[config.mk]
export PLATFORM = sky130hd
export DESIGN_NAME = ifu_fetch
export DESIGN_NICKNAME = d
export VERILOG_FILES = /design/src/rtl/ifu_fetch.sv
export SDC_FILE = /design/constraint.sdc
export NUM_CORES = 1
export LEC_CHECK = 0
export BUFFER_PORTS_ARGS = -buffer_cell sky130_fd_sc_hd__buf_2
export CAP_MARGIN = 10
export CORE_MARGIN = 2
export CORE_UTILIZATION = 42
export DETAILED_ROUTE_END_ITERATION = 8
export PLACE_DENSITY = 0.8
export SYNTH_ARGS = -nofsm -noshare
export SYNTH_HDL_FRONTEND = slang
export SYNTH_SLANG_ARGS = --single-unit
[constraint.sdc]
create_clock -name clk -period 1.9 [get_ports clk]
set_clock_uncertainty 0.15 [all_clocks]
set_input_delay 0.38 -clock clk [delete_from_list [all_inputs] [get_ports clk]]
set_output_delay 0.38 -clock clk [all_outputs]
set_load 0.01 [all_outputs]
[src/rtl/ifu_fetch.sv]
// ---------------------------------------------------------------------------
// ifu_fetch -- instruction fetch unit
//
// Owns the architectural PC. It issues one word fetch at a time to
// instruction memory and buffers the returned instruction for the decoder
// until the decoder consumes it. The PC unit supplies the next PC at
// retirement. A flush redirects the PC and cancels any fetch still in flight.
//
// Ports
//   clk, rst        rising-edge clock, synchronous active-high reset
//   imem_req_*      fetch request (valid/ready); imem_addr is the current pc
//   imem_rsp_*      fetch response (never stalled), err marks an access fault
//   inst*           registered instruction, its pc and fault flag to decoder
//   inst_ready      decoder consumes inst this cycle
//   next_pc         next PC from the PC unit, used only on the inst handshake
//   flush/flush_pc  redirect request and its target
// ---------------------------------------------------------------------------
module ifu_fetch #(
   parameter int                   CPU_WIDTH = 32,
   parameter logic [CPU_WIDTH-1:0] RESET_PC  = 32'h8000_0000,
   parameter logic [CPU_WIDTH-1:0] NOP_INST  = 32'h0000_0013
) (
   input  logic                 clk,
   input  logic                 rst,
   output logic                 imem_req_valid,
   input  logic                 imem_req_ready,
   output logic [CPU_WIDTH-1:0] imem_addr,
   input  logic                 imem_rsp_valid,
   input  logic [CPU_WIDTH-1:0] imem_rsp_data,
   input  logic                 imem_rsp_err,
   output logic [CPU_WIDTH-1:0] inst,
   output logic [CPU_WIDTH-1:0] inst_pc,
   output logic                 inst_valid,
   input  logic                 inst_ready,
   output logic                 inst_fault,
   input  logic [CPU_WIDTH-1:0] next_pc,
   input  logic                 flush,
   input  logic [CPU_WIDTH-1:0] flush_pc
);

   typedef enum logic [1:0] {
      ST_IDLE,
      ST_REQ,
      ST_WAIT,
      ST_HOLD
   } state_e;

   state_e               state_q,      state_d;
   logic [CPU_WIDTH-1:0] pc_q,         pc_d;
   logic [CPU_WIDTH-1:0] inst_q,       inst_d;
   logic [CPU_WIDTH-1:0] inst_pc_q,    inst_pc_d;
   logic                 inst_valid_q, inst_valid_d;
   logic                 inst_fault_q, inst_fault_d;
   logic                 drop_q,       drop_d;

   logic misaligned;
   logic req_fire;
   logic inst_fire;

   // The request is decoded from state and pc only, so no input can reach
   // imem_req_valid or imem_addr combinationally.
   assign misaligned     = |pc_q[1:0];
   assign imem_req_valid = (state_q == ST_REQ) && !misaligned;
   assign imem_addr      = pc_q;

   assign req_fire  = imem_req_valid && imem_req_ready;
   assign inst_fire = inst_valid_q && inst_ready;

   assign inst       = inst_q;
   assign inst_pc    = inst_pc_q;
   assign inst_valid = inst_valid_q;
   assign inst_fault = inst_fault_q;

   always_comb begin
      // NOTE: every *_d defaults to its current value first, so any path that
      // does not assign it simply holds state and no latch is inferred.
      state_d      = state_q;
      pc_d         = pc_q;
      inst_d       = inst_q;
      inst_pc_d    = inst_pc_q;
      inst_valid_d = inst_valid_q;
      inst_fault_d = inst_fault_q;
      drop_d       = drop_q;

      unique case (state_q)
         ST_IDLE: begin
            state_d = ST_REQ;
            if (flush) pc_d = flush_pc;
         end

         ST_REQ: begin
            if (flush) begin
               pc_d = flush_pc;
               // A request that leaves this cycle is already committed to
               // memory; its response must be thrown away in WAIT.
               if (req_fire) begin
                  drop_d  = 1'b1;
                  state_d = ST_WAIT;
               end
            end else if (misaligned) begin
               // Misaligned PC never reaches memory; deliver a faulting NOP.
               inst_d       = NOP_INST;
               inst_pc_d    = pc_q;
               inst_fault_d = 1'b1;
               inst_valid_d = 1'b1;
               state_d      = ST_HOLD;
            end else if (req_fire) begin
               state_d = ST_WAIT;
            end
         end

         ST_WAIT: begin
            if (imem_rsp_valid) begin
               if (drop_q || flush) begin
                  // Stale response (or one cancelled by a flush arriving with
                  // it): discard and refetch from the current/redirected pc.
                  // Going straight to REQ here avoids waiting for a response
                  // that will never come.
                  drop_d  = 1'b0;
                  state_d = ST_REQ;
                  if (flush) pc_d = flush_pc;
               end else begin
                  inst_d       = imem_rsp_err ? NOP_INST : imem_rsp_data;
                  inst_pc_d    = pc_q;
                  inst_fault_d = imem_rsp_err;
                  inst_valid_d = 1'b1;
                  state_d      = ST_HOLD;
               end
            end else if (flush) begin
               pc_d   = flush_pc;
               drop_d = 1'b1;
            end
         end

         ST_HOLD: begin
            if (flush) begin
               // Redirect wins over a simultaneous handshake; next_pc ignored.
               inst_valid_d = 1'b0;
               pc_d         = flush_pc;
               state_d      = ST_REQ;
            end else if (inst_fire) begin
               inst_valid_d = 1'b0;
               pc_d         = next_pc;
               state_d      = ST_REQ;
            end
         end

         default: state_d = ST_IDLE;
      endcase
   end

   // NOTE: sequential state is written only with non-blocking assignments so
   // every flop samples the pre-edge values computed above.
   always_ff @(posedge clk) begin
      if (rst) begin
         state_q      <= ST_IDLE;
         pc_q         <= RESET_PC;
         inst_q       <= NOP_INST;
         inst_pc_q    <= '0;
         inst_valid_q <= 1'b0;
         inst_fault_q <= 1'b0;
         drop_q       <= 1'b0;
      end else begin
         state_q      <= state_d;
         pc_q         <= pc_d;
         inst_q       <= inst_d;
         inst_pc_q    <= inst_pc_d;
         inst_valid_q <= inst_valid_d;
         inst_fault_q <= inst_fault_d;
         drop_q       <= drop_d;
      end
   end

endmodule

==> results of run 1 <==
==> area by class of cell <==
class	instances	area [um2]	share of cell area
inverter	3	11.3	0.00193
tap	133	166	0.0285
timing repair buffer	228	1390	0.238
clock inverter	5	60.1	0.0103
sequential	101	2030	0.347
multi-input combinational	303	2060	0.352
clock buffer	11	131	0.0225
==> metrics by stage <==
stage	hold slack, ps	power (mW)	instances	TNS, ps
finish	107	4.42	784	-56.9
global route	99.0	4.64	784	-1840
CTS	84.0	4.40	778	-253
detailed placement	296	3.06	761	-67.4
global placement	289	3.04	761	0
floorplan	331	2.74	446	0
==> layout by cell type, fill, tap and decap left out, types with 2 or more instances in the layout <==
cell and count:
clkbuf_8 9, a21oi_1 32, nand2b_1 2, clkbuf_16 2
buf_8 2, buf_6 2, inv_1 2, mux2i_1 32
nand2_1 66, a22oi_2 28, buf_12 10, clkbuf_1 2
dfxtp_1 99, o21ai_0 2, buf_4 12, a211oi_1 31
nor2_1 43, nor3_1 7, a21oi_2 6, nor2_2 27
a31oi_1 3, and2_1 2, buf_2 200
==> critical path: stages (launching register included) <==
cell	delay [ps]
dfxtp_2	370
inv_1	50
ha_2	200
buf_4	160
and2_1	130
buf_2	130
==> timing repair <==
item	CTS	global route
setup buffers	1	2
cloned	0	4
gates resized for setup	3	14
endpoints found under the hold margin	0	0
endpoints found under the setup margin	22	65
==> power by group <==
part,switching (mW),internal (mW),total [mW]
Combinational,0.438,0.376,0.814
Sequential,0.0647,2.21,2.27
Clock,0.720,0.616,1.34
Total,1.22,3.20,4.42
==> cell families (layout without fill, tap and decap cells) <==
kind of cell / count (synthesis) / count (layout) / synth area share
buf+inv: 42 / 247 / 0.0605
flops: 101 / 101 / 0.473
fa+ha+maj: 3 / 3 / 0.00877
mux: 33 / 33 / 0.0775
simple gates: 155 / 155 / 0.166
compound gates: 112 / 112 / 0.215
==> state kept, by name, summed over array words and instances (netlist names) <==
signal and count:
inst 32, imem_addr 32, drop_q 1, inst_pc 32, state_q 2, inst_fault 1, inst_valid 1
==> worst min-delay path by stage <==
stage / depth (start not counted) / to / slack, ps / start
detailed placement: 2 / inst_pc[3] / 300 / inst_pc[3]
global placement: 2 / inst_pc[3] / 290 / inst_pc[3]
finish: 3 / inst[19] / 110 / imem_rsp_data[19]
floorplan: 2 / inst_pc[0] / 330 / inst_pc[0]
CTS: 3 / inst[6] / 80 / imem_rsp_data[6]
global route: 3 / inst[7] / 100 / imem_rsp_data[7]
==> routing by layer <==
metal | part of all wire | vias to the layer above | GRT usage
met5 | 0 | - | 0
met3 | 0.060 | 9 | 0.0337
met4 | 0.011 | 0 | 0.0648
met2 | 0.50 | 154 | 0.328
li1 | - | 1954 | -
met1 | 0.43 | 1821 | 0.245
==> metrics.yaml, run 1 <==
outcome:
  status: "finished with violations"
  violations: "negative setup slack"
drt:
  dr.first_iter.drc_count: 246
  post-route-drc-count: 0
  ant_nets: 0
  dr.pass1.iters: 6
  vias: 3938
  wl_per_cell_um: 14.5
  drt_wl_total_um: 11300
  vias_per_cell: 5.02
yosys:
  yosys-top-cells-count: "101 x dfxtp_1, 66 x nand2_1, 43 x nor2_1, 38 x a21oi_1, 32 x mux2i_1"
  seq_area_frac_synth: 0.473
  synth_warnings: 0
  synth_area_leaders: "dfxtp_1 47%, a22oi_2 7.6%, mux2i_1 7.5%"
  synth.distinct_cells: 38
  yosys.area.top_type_share: 0.473
  synth_cells: 446
  synth-async-reset-ratio: 0
  syn_nets: 552
  netlist_area_mm2: 0.00428
  ys_seq_elements: 101
  synth_edf_count: 0
  avgSynthCellArea_um2: 9.59
  yosysMostFrequentCell: "dfxtp_1"
  synth-main-ff-cell: "dfxtp_1"
  yosysTopAreaCell: "dfxtp_1"
layout:
  fillers: 876
  antennaDiodeCount: 0
  layout.nets: 752
  utilization: 0.595
  area_growth_pct: 36.6
  drive_above_1_share: 0.487
  design_area_mm2: 0.00585
clock_tree:
  clockBufferDepth: 2
  path_clk_slew_ps: 90
  root_buffer: "clkbuf_8"
  h-tree-depth: 3
  ctsHoldBuffers: 0
  cts_made_buffers: 9
  clk_latency_ps: 350
  cts_tree: "yes"
  clock_sinks: 101
die:
  core_mm2: 0.00982
  die_height_um: 105
  die_w_um: 105
  die_area_mm2: 0.0110
  ioPinCount: 202
  core.rowCount: 36
  start_util: 0.436
timing:
  tightestPinTransition_ps: 623
  max_freq_ghz: 0.520
  post-route-period-util: 1.01
  rsz0062_at_grt: "yes"
  finalCriticalPeriod_ps: 1920
  fin_ws_ps: -22.0
  drv_slew: 0
  hold_viol_final: 0
  setup_viol: 7
  worst_slew_margin_rel: 0.585
place:
  gp_congestion: 0.774
  place_worst_setup_slack_ps: -29.7
  io_buffers: 201
  place_area_mm2: 0.00549
  post-dp-hpwl_um: 8160
worst_setup_path:
  critPathMaxFanout: 7
  worst-r2r-cell-count: 7
  startpoint: "state_q[1]"
  reg2reg_to: "inst[30]"
  reg2reg_slack_ps: -20
  start_kind: "flop"
  crit_required_ps: 1370
  crit_path_end: "imem_req_valid"
  end_kind: "primary output"
  r2r-start: "state_q[0]"
  worstSetupPathType: "reg -> out"
  cp.arrival_ps: 1390
power:
  power_leakage_nw: 2.77
  vdd.ir_drop.worst_mv: 0.322
  cellPowerDensity_mw_per_mm2: 757
job:
  max_cap_violations: 0
global_routing:
  first_global_vias: 3580
  grtUsageTotal: 0.192
  grt_max_degree: 49
  antenna_found_initial: 0
  grt_pass1_wl_um: 17300
  gr-total-overflow: 0
worst_hold_path:
  hp-class: "in -> reg"
Power figures use the tool's default switching activity.
==> run 2, diff against run 1 <==
==> constraint.sdc (replaced) <==
create_clock -name clk -period 1.9 [get_ports clk]
set_clock_uncertainty 0.15 [all_clocks]
set_input_delay 0.38 -clock clk [delete_from_list [all_inputs] [get_ports clk]]
set_output_delay 0.38 -clock clk [all_outputs]
set_load 0.05 [all_outputs]
==> run 2 against run 1 <==
  * The flow still finishes with violations (negative setup slack)
  * Critical path type is now reg -> reg
  * Critical endpoint is now inst[12]
  * Critical path depth up 2
  * First-iteration DRC count down 32%
  * Power up 8.7%
  * Largest cell class unchanged
  * Cell area up 1.3%
  * Register-to-register slack better by 20 ps
==> metrics.yaml, run 2 (synthesized netlist as in run 1, its figures left out) <==
die:
  die_w_um: 105  # unchanged
  die_area_mm2: 0.0110  # unchanged
  core_mm2: 0.00982  # unchanged
  die_height_um: 105  # unchanged
  start_util: 0.436  # unchanged
  ioPinCount: 202  # unchanged
  core.rowCount: 36  # unchanged
timing:
  post-route-period-util: 1.00  # was 1.01
  finalCriticalPeriod_ps: 1910  # was 1920 ps
  drv_slew: 0  # unchanged
  setup_viol: 3  # was 7
  final.setup.tns_ps: -9.73  # was -56.9 ps
  hold_viol_final: 0  # unchanged
  worst_slew_margin_rel: 0.799  # was 0.585
  rsz0062_at_grt: "yes"  # unchanged
  max_freq_ghz: 0.525  # was 0.520 GHz
  holdWs_ps: 104  # was 107 ps
  fin_ws_ps: -5.50  # was -22.0 ps
  tightestPinTransition_ps: 299  # was 623 ps
clock_tree:
  cts_made_buffers: 9  # unchanged
  ctsHoldBuffers: 0  # unchanged
  h-tree-depth: 3  # unchanged
  path_clk_slew_ps: 100  # was 90 ps
  clk_latency_ps: 350  # about the same
  clock_sinks: 101  # unchanged
  clockBufferDepth: 2  # unchanged
  cts_tree: "yes"  # unchanged
  root_buffer: "clkbuf_8"  # unchanged
layout:
  multi_input_area_mm2: 0.00206  # about the same
  design_area_mm2: 0.00592  # was 0.00585 mm2
  layout.nets: 756  # was 752
  drive_above_1_share: 0.489  # was 0.487
  final_cell_mix: "199 x buf_2, 97 x dfxtp_1, 66 x nand2_1"  # was 200 x buf_2, 99 x dfxtp_1, 66 x nand2_1
  antennaDiodeCount: 0  # unchanged
  utilization: 0.603  # was 0.595
  fillers: 889  # was 876
  final_common_cell: "buf_2"  # unchanged
  area_growth_pct: 38.4  # was 36.6%
  seq_area_mm2: 0.00203  # about the same
global_routing:
  grt_pass1_wl_um: 17300  # about the same
  grtUsageTotal: 0.192  # about the same
  grt_max_degree: 55  # was 49
  first_global_vias: 3672  # was 3580
  antenna_found_initial: 0  # unchanged
  gr-total-overflow: 0  # unchanged
drt:
  vias: 3945  # was 3938
  vias_per_cell: 5.01  # was 5.02
  ant_nets: 0  # unchanged
  dr.pass1.iters: 5  # was 6
  drt_wl_total_um: 11500  # was 11300 um
  dr.first_iter.drc_count: 167  # was 246
  post-route-drc-count: 0  # unchanged
  wl_per_cell_um: 14.6  # was 14.5 um
worst_setup_path:
  end_kind: "flop"  # was primary output
  cp.arrival_ps: 1990  # was 1390 ps
  worst-r2r-cell-count: 7  # unchanged
  crit_required_ps: 1980  # was 1370 ps
  worstSetupPathType: "reg -> reg"  # was reg -> out
  critPathMaxFanout: 7  # unchanged
  start_kind: "flop"  # unchanged
place:
  place_worst_setup_slack_ps: 11.4  # was -29.7 ps
  post-dp-hpwl_um: 8230  # was 8160 um
  place_area_mm2: 0.00548  # was 0.00549 mm2
  gp_congestion: 0.797  # was 0.774
  io_buffers: 201  # unchanged
power:
  vdd.ir_drop.worst_mv: 0.396  # was 0.322 mV
  cellPowerDensity_mw_per_mm2: 812  # was 757 mW/mm2
  seq_power_share: 0.473  # was 0.514
  pwr-share-comb: 0.231  # was 0.184
  p_sw_frac: 0.318  # was 0.276
  internal_power_mw: 3.28  # was 3.20 mW
  p_clk_frac: 0.296  # was 0.302
  p_sw_mw: 1.53  # was 1.22 mW
  power_leakage_nw: 2.83  # was 2.77 nW
worst_hold_path:
  hp-class: "in -> reg"  # unchanged
  hold_depth: 3  # unchanged
job:
  max_cap_violations: 0  # unchanged
outcome:
  violations: "negative setup slack"  # unchanged
  status: "finished with violations"  # unchanged
==> run 2: metal layers <==
| metal | share of wire | global-route usage |
|---|---|---|
| met5 | 0 | 0 |
| met4 | 0.017 | 0.0705 |
| met3 | 0.058 | 0.0424 |
| met2 | 0.51 | 0.334 |
| met1 | 0.41 | 0.232 |
==> run 2: final timing paths <==
kind	from	to	slack (ps)
worst max-delay path	state_q[0]	inst[12]	-6
worst min-delay path	imem_rsp_data[27]	inst[27]	100
worst max register to register	state_q[0]	inst[12]	-6
worst min register to register	inst_pc[5]	inst_pc[5]	310
==> run 2: area by class of cell <==
class                      count  area share
multi-input combinational    303       0.348
sequential                   101       0.343
timing repair buffer         232       0.242
tap                          133      0.0281
clock buffer                  10      0.0232
clock inverter                 6      0.0137
inverter                       3     0.00190
==> run 2: per-stage QoR <==
stage	cells	total power, mW
4_1_cts	777	4.78
5_1_grt	788	5.04
2_1_floorplan	446	3.01
3_5_place_dp	761	3.34
6_report	788	4.81
3_3_place_gp	761	3.31
==> run 2: critical path, cell delays in order, from the launching register on <==
cell and delay, ps:
dfxtp_4 370, inv_2 40, ha_4 160, nand2b_4 140
a221o_4 500, clkbuf_16 200, a22oi_2 180, nor2_2 50
==> run 2: what timing repair did <==
item	4_1_cts	5_1_grt
endpoints found under the setup margin	3	21
gates cloned	0	6
pin swaps	0	11
resized for setup	3	12
setup buffers	0	5
==> run 2: power groups by stage <==
stage | Sequential, mW | Clock (mW) | Combinational, mW
floorplan | 2.61 | 0 | 0.396
global placement | 2.32 | 0 | 0.995
detailed placement | 2.32 | 0 | 1.02
CTS | 2.27 | 1.48 | 1.02
global route | 2.29 | 1.56 | 1.19
finish | 2.28 | 1.42 | 1.11
==> run 3, diff against run 2 <==
--- a/config.mk
+++ b/config.mk
@@ -5,12 +5,13 @@
 export SDC_FILE = /design/constraint.sdc
 export NUM_CORES = 1
 export LEC_CHECK = 0
+export ABC_AREA = 1
 export BUFFER_PORTS_ARGS = -buffer_cell sky130_fd_sc_hd__buf_2
 export CAP_MARGIN = 10
 export CORE_MARGIN = 2
-export CORE_UTILIZATION = 42
+export CORE_UTILIZATION = 43
 export DETAILED_ROUTE_END_ITERATION = 8
-export PLACE_DENSITY = 0.8
+export PLACE_DENSITY = 0.81
 export SYNTH_ARGS = -nofsm -noshare
 export SYNTH_HDL_FRONTEND = slang
 export SYNTH_SLANG_ARGS = --single-unit
==> run 3 against run 2 <==
  * Global-route usage rose by 3.2 points
  * Final cell count up 28%
  * Synthesized area increased by 7.4%
  * The run now ends clean
  * Sequential share of layout area decreased by 1.2 points
  * Die area is 4.7% higher
  * Highest routed layer unchanged
  * Hold slack improved by 16 ps
==> metrics.yaml, run 3 <==
drt:
  ant_nets: 0  # unchanged
  wl_per_cell_um: 13.7  # was 14.6 um
  post-route-drc-count: 0  # unchanged
  drt_wl_total_um: 13800  # was 11500 um
  vias_per_cell: 4.94  # was 5.01
  dr.first_iter.drc_count: 257  # was 167
  dr.pass1.iters: 5  # unchanged
  vias: 4973  # was 3945
yosys:
  synthMuxAreaShare: 0  # was 0.0775
  syn_nets: 782  # was 552
  synth_top_family_by_area: "simple AND/OR/NAND/NOR gates"  # was compound AO/OA/AOI/OAI gates
  yosysTopAreaCell: "dfxtp_1"  # unchanged
  synth-main-ff-cell: "dfxtp_1"  # unchanged
  netlist_area_mm2: 0.00460  # was 0.00428 mm2
  synth_fa_ha_area_frac: 0.00817  # was 0.00877
  synth.distinct_cells: 23  # was 38
  yosys-top-cells-count: "228 x nand2_1, 101 x dfxtp_1, 75 x a21oi_1, 70 x nand3_1, 59 x nor2_1"  # was 101 x dfxtp_1, 66 x nand2_1, 43 x nor2_1, 38 x a21oi_1, 32 x mux2i_1
  synth_cells: 676  # was 446
  yosysMostFrequentCell: "nand2_1"  # was dfxtp_1
  ys_seq_elements: 101  # unchanged
  synth_xor_area_frac: 0  # unchanged
  synth_warnings: 0  # unchanged
  synth_area_leaders: "dfxtp_1 44%, nand2_1 19%, a21oi_1 8.2%"  # was dfxtp_1 47%, a22oi_2 7.6%, mux2i_1 7.5%
  yosys.area_share.simple: 0.334  # was 0.166
  synth-async-reset-ratio: 0  # unchanged
  synth_edf_count: 0  # unchanged
  yosys.area.top_type_share: 0.440  # was 0.473
  seq_area_frac_synth: 0.440  # was 0.473
  synth_compound_area_frac: 0.130  # was 0.215
  avgSynthCellArea_um2: 6.80  # was 9.59 um2
place:
  io_buffers: 201  # unchanged
  post-dp-hpwl_um: 9150  # was 8230 um
  gp_congestion: 0.810  # was 0.797
  place_inst: 983  # was 761
layout:
  layout.nets: 972  # was 756
  stdcell_count: 1006  # was 788
  final_cell_mix: "227 x nand2_1, 200 x buf_2, 99 x dfxtp_1"  # was 199 x buf_2, 97 x dfxtp_1, 66 x nand2_1
  drive_above_1_share: 0.299  # was 0.489
  final_common_cell: "nand2_1"  # was buf_2
  fillers: 1039  # was 889
  area_growth_pct: 33.5  # was 38.4%
  antennaDiodeCount: 0  # unchanged
die:
  die_w_um: 107  # was 105 um
  ioPinCount: 202  # unchanged
  start_util: 0.443  # was 0.436
  die_height_um: 107  # was 105 um
  die_area_mm2: 0.0115  # was 0.0110 mm2
  core_mm2: 0.0104  # was 0.00982 mm2
  core.rowCount: 37  # was 36
clock_tree:
  cts_made_buffers: 9  # unchanged
  h-tree-depth: 3  # unchanged
  clockBufferDepth: 2  # unchanged
  cts_tree: "yes"  # unchanged
  root_buffer: "clkbuf_8"  # unchanged
  clock_sinks: 101  # unchanged
  clk_latency_ps: 360  # was 350 ps
  path_clk_slew_ps: 100  # about the same
timing:
  tightestPinTransition_ps: 476  # was 299 ps
  final.setup.tns_ps: 0  # was -9.73 ps
  setup_viol: 0  # was 3
  rsz0062_at_grt: "no"  # was yes
  drv_slew: 0  # unchanged
  worst_slew_margin_rel: 0.682  # was 0.799
  finalCriticalPeriod_ps: 1820  # was 1910 ps
  max_freq_ghz: 0.549  # was 0.525 GHz
  holdWs_ps: 120  # was 104 ps
  post-route-period-util: 0.958  # was 1.00
  hold_viol_final: 0  # unchanged
global_routing:
  grt_max_degree: 43  # was 55
  first_global_vias: 4479  # was 3672
  grt_pass1_wl_um: 21100  # was 17300 um
  grtUsageTotal: 0.225  # was 0.192
  gr-total-overflow: 0  # unchanged
  antenna_found_initial: 0  # unchanged
worst_hold_path:
  hold_path_startpoint: "imem_rsp_data[1]"  # was imem_rsp_data[27]
  hp-class: "in -> reg"  # unchanged
worst_setup_path:
  critPathMaxFanout: 7  # unchanged
  crit_required_ps: 1370  # was 1980 ps
  cp.arrival_ps: 1290  # was 1990 ps
  end_kind: "primary output"  # was flop
  r2r-start: "state_q[0]"  # unchanged
  worstSetupPathType: "reg -> out"  # was reg -> reg
  start_kind: "flop"  # unchanged
  startpoint: "state_q[1]"  # was state_q[0]
job:
  max_cap_violations: 0  # unchanged
power:
  cellPowerDensity_mw_per_mm2: 979  # was 812 mW/mm2
  vdd.ir_drop.worst_mv: 0.570  # was 0.396 mV
  power_leakage_nw: 3.06  # was 2.83 nW
  report.power.total_mw: 6.00  # was 4.81 mW
outcome:
  status: "complete, no violations"  # was finished with violations
run 3: cell type report:
cell class | count | area [um2] | area share
well taps | 136 | 170 | 0.0277
repair buffers | 229 | 1370 | 0.223
clock inverters | 5 | 82.6 | 0.0135
flip-flops and latches | 101 | 2030 | 0.330
clock buffers | 10 | 138 | 0.0224
multi-input cells | 490 | 2220 | 0.361
inverters | 35 | 131 | 0.0214
run 3: routing by layer:
layer / vias up / global-route usage / wire (um)
li1: 2536 / - / -
met1: 2242 / 0.288 / 5980
met2: 179 / 0.385 / 6660
met3: 16 / 0.0436 / 933
met4: 0 / 0.0641 / 219
met5: - / 0 / 0
run 3: logic make-up (layout without fill, tap and decap cells):
kind of cell               Yosys count  count (layout)
adders and majority gates            3               3
DFF                                101             101
AOI/OAI and AO/OA                  116             116
and+or+nand+nor                    370             371
buffers and inverters               86             279
run 3: worst paths after layout:
kind / cells past startpoint / slack [ps] / endpoint
setup / recovery: 5 / 80 / imem_req_valid
hold / removal: 3 / 120 / inst[1]
setup reg to reg: 9 / 110 / inst[8]
hold reg to reg: 2 / 310 / inst_pc[22]
run 3: per-stage QoR:
step / setup WS (ps) / util / cell area (um2)
3_3_place_gp: -116 / 0.553 / 5730
6_report: 79.8 / 0.592 / 6130
4_1_cts: -36.2 / 0.575 / 5960
3_5_place_dp: -135 / 0.553 / 5730
5_1_grt: 0.568 / 0.592 / 6130
2_1_floorplan: 144 / - / 4600
run 3: worst max-delay path: stages, from the launching register on:
cell and delay [ps]:
dfxtp_2 350, inv_1 100, ha_4 180, nand2_1 80
inv_1 70, buf_6 150
run 3: repair_timing:
item	in CTS	in global routing
cloned	0	6
hold buffers	0	0
pin swaps	0	3
resized for setup	3	10
endpoints found under the setup margin	5	80
buffers inserted	0	2
run 3: power breakdown:
part           leakage [nW]  internal [mW]  switching [mW]
Combinational          2.12          0.638            1.42
Clock                 0.113          0.777           0.731
Sequential            0.830           2.31           0.121
Total                  3.06           3.73            2.28
